$ cat src/rtl/axi_fifo_pkg.sv
// Shared AXI encodings, AR-path state type and pointer-width helper for the read FIFO.
package axi_fifo_pkg;

  localparam logic [1:0] RESP_OKAY   = 2'b00;
  localparam logic [1:0] RESP_EXOKAY = 2'b01;
  localparam logic [1:0] RESP_SLVERR = 2'b10;
  localparam logic [1:0] RESP_DECERR = 2'b11;

  localparam logic [1:0] BURST_FIXED = 2'b00;
  localparam logic [1:0] BURST_INCR  = 2'b01;
  localparam logic [1:0] BURST_WRAP  = 2'b10;

  typedef enum logic [1:0] {
    AR_IDLE  = 2'd0,
    AR_WAIT  = 2'd1,
    AR_ISSUE = 2'd2
  } ar_state_e;

  // One extra bit over the address width distinguishes full from empty.
  function automatic int unsigned ptr_width(input int unsigned depth);
    return $clog2(depth) + 1;
  endfunction

endpackage

$ cat src/rtl/axi_sync_fifo.sv
// Synchronous FIFO with a registered output stage; count reports memory occupancy only.
module axi_sync_fifo
  import axi_fifo_pkg::*;
#(
  parameter int unsigned WIDTH = 8,
  parameter int unsigned DEPTH = 32
) (
  input  logic                     clk,
  input  logic                     rst,
  input  logic [WIDTH-1:0]         in_data,
  input  logic                     in_valid,
  output logic                     in_ready,
  output logic [WIDTH-1:0]         out_data,
  output logic                     out_valid,
  input  logic                     out_ready,
  output logic [$clog2(DEPTH):0]   count
);

  localparam int unsigned AW = $clog2(DEPTH);
  localparam int unsigned PW = ptr_width(DEPTH);

  logic [WIDTH-1:0] mem_q [DEPTH];
  logic [PW-1:0]    wr_ptr_q, wr_ptr_d;
  logic [PW-1:0]    rd_ptr_q, rd_ptr_d;
  logic [WIDTH-1:0] data_q, data_d;
  logic             valid_q, valid_d;
  logic             full, empty, push, pop;

  assign full  = (wr_ptr_q[AW] != rd_ptr_q[AW]) &&
                 (wr_ptr_q[AW-1:0] == rd_ptr_q[AW-1:0]);
  assign empty = (wr_ptr_q == rd_ptr_q);
  assign push  = in_valid && !full;
  // Refill the output stage whenever it is empty or being drained.
  assign pop   = (!valid_q || out_ready) && !empty;

  always_comb begin
    wr_ptr_d = wr_ptr_q + PW'(push);
    rd_ptr_d = rd_ptr_q + PW'(pop);
    valid_d  = valid_q;
    data_d   = data_q;
    if (pop) begin
      valid_d = 1'b1;
      data_d  = mem_q[rd_ptr_q[AW-1:0]];
    end else if (out_ready) begin
      valid_d = 1'b0;
    end
  end

  always_ff @(posedge clk or posedge rst) begin
    if (rst) begin
      wr_ptr_q <= '0;
      rd_ptr_q <= '0;
      valid_q  <= 1'b0;
    end else begin
      wr_ptr_q <= wr_ptr_d;
      rd_ptr_q <= rd_ptr_d;
      valid_q  <= valid_d;
    end
  end

  // Storage and payload register carry no reset.
  always_ff @(posedge clk) begin
    if (push) begin
      mem_q[wr_ptr_q[AW-1:0]] <= in_data;
    end
    data_q <= data_d;
  end

  assign in_ready  = !full;
  assign out_data  = data_q;
  assign out_valid = valid_q;
  assign count     = wr_ptr_q - rd_ptr_q;

endmodule

$ cat src/rtl/axi_fifo_rd_param.sv
// AXI4 read-path FIFO: buffers R beats and optionally holds AR until burst space is reserved.
module axi_fifo_rd_param
  import axi_fifo_pkg::*;
#(
  parameter int unsigned DATA_WIDTH = 32,
  parameter int unsigned ID_WIDTH   = 8,
  parameter int unsigned ADDR_WIDTH = 32,
  parameter int unsigned FIFO_DEPTH = 32,
  parameter int unsigned DELAY_AR   = 1
) (
  input  logic                        clk,
  input  logic                        rst,

  input  logic [ID_WIDTH-1:0]         s_axi_arid,
  input  logic [ADDR_WIDTH-1:0]       s_axi_araddr,
  input  logic [7:0]                  s_axi_arlen,
  input  logic [2:0]                  s_axi_arsize,
  input  logic [1:0]                  s_axi_arburst,
  input  logic [3:0]                  s_axi_arcache,
  input  logic                        s_axi_arvalid,
  output logic                        s_axi_arready,
  output logic [ID_WIDTH-1:0]         s_axi_rid,
  output logic [DATA_WIDTH-1:0]       s_axi_rdata,
  output logic [1:0]                  s_axi_rresp,
  output logic                        s_axi_rlast,
  output logic                        s_axi_rvalid,
  input  logic                        s_axi_rready,

  output logic [ID_WIDTH-1:0]         m_axi_arid,
  output logic [ADDR_WIDTH-1:0]       m_axi_araddr,
  output logic [7:0]                  m_axi_arlen,
  output logic [2:0]                  m_axi_arsize,
  output logic [1:0]                  m_axi_arburst,
  output logic [3:0]                  m_axi_arcache,
  output logic                        m_axi_arvalid,
  input  logic                        m_axi_arready,
  input  logic [ID_WIDTH-1:0]         m_axi_rid,
  input  logic [DATA_WIDTH-1:0]       m_axi_rdata,
  input  logic [1:0]                  m_axi_rresp,
  input  logic                        m_axi_rlast,
  input  logic                        m_axi_rvalid,
  output logic                        m_axi_rready,

  output logic [$clog2(FIFO_DEPTH):0] fifo_count
);

  localparam int unsigned PW = ptr_width(FIFO_DEPTH);
  localparam int unsigned RW = ID_WIDTH + DATA_WIDTH + 3;

  ar_state_e             state_q, state_d;
  logic                  arready_q, arready_d;
  logic                  arvalid_q, arvalid_d;
  logic [PW-1:0]         count_q, count_d;
  logic [ID_WIDTH-1:0]   arid_q, arid_d;
  logic [ADDR_WIDTH-1:0] araddr_q, araddr_d;
  logic [7:0]            arlen_q, arlen_d;
  logic [2:0]            arsize_q, arsize_d;
  logic [1:0]            arburst_q, arburst_d;
  logic [3:0]            arcache_q, arcache_d;

  logic [8:0]            beats_raw;
  logic [PW-1:0]         beats;
  logic                  fits, reserve, rd_fire;
  logic [PW-1:0]         count_sum;
  logic [RW-1:0]         r_out;

  // Burst length saturated to the FIFO depth; oversize bursts wait for an idle reservation.
  assign beats_raw = {1'b0, arlen_q} + 9'd1;
  assign beats     = (32'(beats_raw) > FIFO_DEPTH) ? PW'(FIFO_DEPTH) : PW'(beats_raw);
  assign fits      = (32'(count_q) + 32'(beats)) <= FIFO_DEPTH;
  assign rd_fire   = s_axi_rvalid && s_axi_rready;

  always_comb begin
    state_d = state_q;
    reserve = 1'b0;
    unique case (state_q)
      AR_IDLE:  if (s_axi_arvalid && arready_q) state_d = AR_WAIT;
      AR_WAIT: begin
        if (fits) begin
          state_d = AR_ISSUE;
          reserve = 1'b1;
        end
      end
      AR_ISSUE: if (m_axi_arready) state_d = AR_IDLE;
      default:  state_d = AR_IDLE;
    endcase
  end

  always_comb begin
    arready_d = (state_d == AR_IDLE);
    arvalid_d = (state_d == AR_ISSUE);
    arid_d    = arid_q;
    araddr_d  = araddr_q;
    arlen_d   = arlen_q;
    arsize_d  = arsize_q;
    arburst_d = arburst_q;
    arcache_d = arcache_q;
    if (state_q == AR_IDLE && state_d == AR_WAIT) begin
      arid_d    = s_axi_arid;
      araddr_d  = s_axi_araddr;
      arlen_d   = s_axi_arlen;
      arsize_d  = s_axi_arsize;
      arburst_d = s_axi_arburst;
      arcache_d = s_axi_arcache;
    end
  end

  // Reservation and drain in the same cycle net together, floored at zero.
  always_comb begin
    count_sum = count_q + (reserve ? beats : PW'(0));
    count_d   = count_sum;
    if (rd_fire && count_sum != '0) begin
      count_d = count_sum - PW'(1);
    end
    if (DELAY_AR == 0) begin
      count_d = '0;
    end
  end

  always_ff @(posedge clk or posedge rst) begin
    if (rst) begin
      state_q   <= AR_IDLE;
      arready_q <= 1'b0;
      arvalid_q <= 1'b0;
      count_q   <= '0;
    end else begin
      state_q   <= state_d;
      arready_q <= arready_d;
      arvalid_q <= arvalid_d;
      count_q   <= count_d;
    end
  end

  always_ff @(posedge clk) begin
    arid_q    <= arid_d;
    araddr_q  <= araddr_d;
    arlen_q   <= arlen_d;
    arsize_q  <= arsize_d;
    arburst_q <= arburst_d;
    arcache_q <= arcache_d;
  end

  assign s_axi_arready = (DELAY_AR != 0) ? arready_q : m_axi_arready;
  assign m_axi_arvalid = (DELAY_AR != 0) ? arvalid_q : s_axi_arvalid;
  assign m_axi_arid    = (DELAY_AR != 0) ? arid_q    : s_axi_arid;
  assign m_axi_araddr  = (DELAY_AR != 0) ? araddr_q  : s_axi_araddr;
  assign m_axi_arlen   = (DELAY_AR != 0) ? arlen_q   : s_axi_arlen;
  assign m_axi_arsize  = (DELAY_AR != 0) ? arsize_q  : s_axi_arsize;
  assign m_axi_arburst = (DELAY_AR != 0) ? arburst_q : s_axi_arburst;
  assign m_axi_arcache = (DELAY_AR != 0) ? arcache_q : s_axi_arcache;

  axi_sync_fifo #(
    .WIDTH (RW),
    .DEPTH (FIFO_DEPTH)
  ) u_r_fifo (
    .clk       (clk),
    .rst       (rst),
    .in_data   ({m_axi_rid, m_axi_rdata, m_axi_rresp, m_axi_rlast}),
    .in_valid  (m_axi_rvalid),
    .in_ready  (m_axi_rready),
    .out_data  (r_out),
    .out_valid (s_axi_rvalid),
    .out_ready (s_axi_rready),
    .count     (fifo_count)
  );

  assign {s_axi_rid, s_axi_rdata, s_axi_rresp, s_axi_rlast} = r_out;

endmodule

$ cat config.mk
export PLATFORM = sky130hd
export DESIGN_NAME = axi_fifo_rd_param
export DESIGN_NICKNAME = d
export VERILOG_FILES = /design/src/rtl/axi_fifo_pkg.sv /design/src/rtl/axi_sync_fifo.sv /design/src/rtl/axi_fifo_rd_param.sv
export SDC_FILE = /design/constraint.sdc
export NUM_CORES = 1
export LEC_CHECK = 0
export CORE_MARGIN = 2
export CORE_UTILIZATION = 65
export DETAILED_ROUTE_END_ITERATION = 16
export PLACE_DENSITY = 0.84
export SLEW_MARGIN = 20
export SYNTH_ARGS = -nofsm -noshare
export SYNTH_HDL_FRONTEND = slang
export SYNTH_SLANG_ARGS = --single-unit
$ cat constraint.sdc
create_clock -name clk -period 10.42 [get_ports clk]
set_input_delay 1.563 -clock clk [delete_from_list [all_inputs] [get_ports clk]]
set_output_delay 1.563 -clock clk [all_outputs]
set_load 0.01 [all_outputs]
==> flow_summary.yaml <==
logic_synthesis:
  ys.warnings.count: 0
  async_reset_ff_frac: 0.0153
  netlist_top_cells_area: "edfxtp_1 (77%), mux4_2 (17%), dfrtp_1 (1.0%)"
  synthAdderAreaFrac: 0.00630
  synth_edf_count: 1476
  synth.largest_area_cell: "edfxtp_1"
  avgSynthCellArea_um2: 23.7
  synth_top_area_share: 0.775
  synth_flop_cell: "edfxtp_1"
  syn_nets: 2545
  syn_area_um2: 57200
  synth_seq_cells: 1499
  postSynthCellCount: 2412
  synth_seq_area_share: 0.785
  synth_top_family_by_area: "multiplexers"
  synth_compound_area_frac: 0.00595
  muxShareOfSynthArea: 0.169
  synth-simple-area-share: 0.0185
  synth_xor_area_frac: 0.00367
  synth.distinct_cells: 51
grt:
  grtUsageMet3: 0.0747
  antenna_found_initial: 8
  grt_pass1_wl_mm: 220
  grt_pass1_vias: 30100
  grt_util_all_layers: 0.351
  met2_usage: 0.577
  grt.overflow.total: 0
  grt_max_degree: 149
  use_met1: 0.463
  busiest_layer: "met2"
floorplan:
  start_util: 0.658
  die_h_um: 301
  die-area_um2: 90400
  die_w_um: 301
  num_rows: 108
  coreArea_um2: 87000
  io_pins: 216
sta:
  clock_skew_ps: 35.9
  worst_slew_pin_slew_ps: 1140
  fmax_mhz: 150
  relSlewSlack: 0.238
  final-hold-violation-count: 0
  fin_tns_setup_ps: 0
  min_period_ps: 6680
  setup_viol: 0
  slew_violations: 0
  rsz0062_at_grt: "no"
  fin_crit_sh: 0.641
cells_and_area:
  drive_gt1_frac: 0.265
  final_common_cell: "edfxtp_1"
  area_growth_pct: 14.5
  final_cell_mix: "edfxtp_1 (1476), mux4_2 (425), clkdlybuf4s50_1 (198)"
  final_nets: 2848
  n_fill_cell: 4151
  finalInstanceArea_um2: 65500
detailed_routing:
  vias: 29600
  wl_mm: 155
  ant_nets: 0
  vias_per_cell: 7.42
  drtIter0Drc: 4938
  firstDrtPassIters: 6
  drc: 0
  wire_per_inst_um: 38.9
setup_path:
  crit_buf_inv: 1
  timing.rr.start: "m_axi_arlen[0]$_DFFE_PP_"
  start_kind: "flip-flop"
  regToRegSetupSlack_ps: 3740
  r2r_cells: 25
  rr_endpoint: "count_q[1]$_DFF_PP0_"
  endpoint: "count_q[1]$_DFF_PP0_"
  crit_family: "simple AND/OR/NAND/NOR gates"
  crit_arrival_ps: 7350
  slowest_stage: "or3_1"
  crit_start: "m_axi_arlen[0]$_DFFE_PP_"
  end_kind: "flip-flop"
  critPathMaxStageDelay_ps: 530
  crit_fanout: 10
  cp.depth: 25
  path_class: "flip-flop to flip-flop"
  worst_ep_required_time_ps: 11090
min_path:
  hp-class: "flip-flop to flip-flop"
  worstHoldPathCells: 1
  worstHoldStart: "u_r_fifo.rd_ptr_q[5]$_DFF_PP0_"
cts:
  clock_sinks: 1499
  hold_buffers: 0
  clk_latency_ps: 770
  post_cts_resized: 0
  clk_path_buf_depth: 3
  root_buffer: "clkbuf_16"
  post_cts_buffers: 0
  ctsHtreeMaxLevel: 4
  cts_tree: "built"
  cts-buffers-inserted: 145
  path_clk_slew_ps: 60
place:
  place_area_um2: 60900
  dpl.hpwl_mm: 67.4
  portBuffers: 215
  gp_congestion: 0.822
power_and_ir_drop:
  ir_drop_mv: 0.275
  p_leak_nw: 20.8
  power.density_nw_per_um2: 276
status:
  status: "completed"
flow_run:
  drv_cap: 0
area by class of cell:
| class | count | area [um^2] | area share |
|---|---|---|---|
| clock inverters | 74 | 796 | 0.0121 |
| repair buffers | 267 | 2510 | 0.0383 |
| well taps | 1155 | 1450 | 0.0221 |
| flip-flops and latches | 1499 | 44900 | 0.686 |
| multi-input cells | 781 | 11900 | 0.182 |
| clock buffers | 179 | 3840 | 0.0586 |
| diodes | 8 | 20.0 | 0.000306 |
| inverters | 21 | 83.8 | 0.00128 |
flip-flops by register name, summed over array words and instances (netlist names):
name                flops
s_axi_arready           1
u_r_fifo.mem_q       1376
m_axi_araddr           32
m_axi_arid              8
m_axi_arburst           2
u_r_fifo.out_data      43
u_r_fifo.rd_ptr_q       6
count_q                 6
m_axi_arlen             8
u_r_fifo.out_valid      1
u_r_fifo.wr_ptr_q       6
m_axi_arcache           4
m_axi_arsize            3
state_q                 2
m_axi_arvalid           1
through the flow:
stage	hold slack (ps)	power, W	cells	util	worst slack, ps
floorplan	460	0.0110	2412	-	4350
global placement	478	0.0124	3720	0.699	4410
detailed placement	483	0.0126	3720	0.699	3970
CTS	498	0.0180	3973	0.753	3870
global route	524	0.0185	3981	0.753	3440
finish	498	0.0181	3984	0.753	3740
kinds of logic (layout without fill, tap and decap cells):
group | after synthesis | in the layout
compound gates | 45 | 45
xor+xnor | 24 | 24
fa+ha+maj | 27 | 27
buf+inv | 132 | 541
flops | 1499 | 1499
mux | 434 | 434
other cells | 0 | 8
simple gates | 251 | 251
how the worst min path moves through the flow:
stage / end / slack, ps
global placement: u_r_fifo.rd_ptr_q[5]$_DFF_PP0_ / 480
finish: u_r_fifo.rd_ptr_q[5]$_DFF_PP0_ / 500
CTS: u_r_fifo.rd_ptr_q[5]$_DFF_PP0_ / 500
floorplan: u_r_fifo.rd_ptr_q[5]$_DFF_PP0_ / 460
global route: u_r_fifo.rd_ptr_q[5]$_DFF_PP0_ / 520
detailed placement: u_r_fifo.wr_ptr_q[5]$_DFF_PP0_ / 480
power breakdown:
group / internal (W) / switching (W)
sequential: 0.00727 / 0.000353
combinational: 0.00240 / 0.00273
clock: 0.00298 / 0.00233
total: 0.0126 / 0.00541
synthesized netlist by cell type, drive strengths merged (2+ instances only):
library cell  count
mux4            425
nand3b            3
mux2i             9
nand4             2
nand2b            2
or3               2
xnor2            11
o32ai             2
nor2             55
buf              60
o21ba             2
a211oi            3
dfrtp            23
edfxtp         1476
nand3            17
clkbuf           51
nor3b             2
o21bai            3
o221ai            5
and2              2
fa                3
nand2           147
o21ai             9
nor3             11
or2               3
a21o              3
inv              20
xor2             13
ha               24
nor2b             2
o21a              2
a21oi            10
metal layers:
metal	vias up	share of wire
li1	10800	-
met3	500	0.12
met2	2853	0.51
met4	4	0.046
met5	-	0.00020
met1	15400	0.33
(Power assumes the default switching activity.)
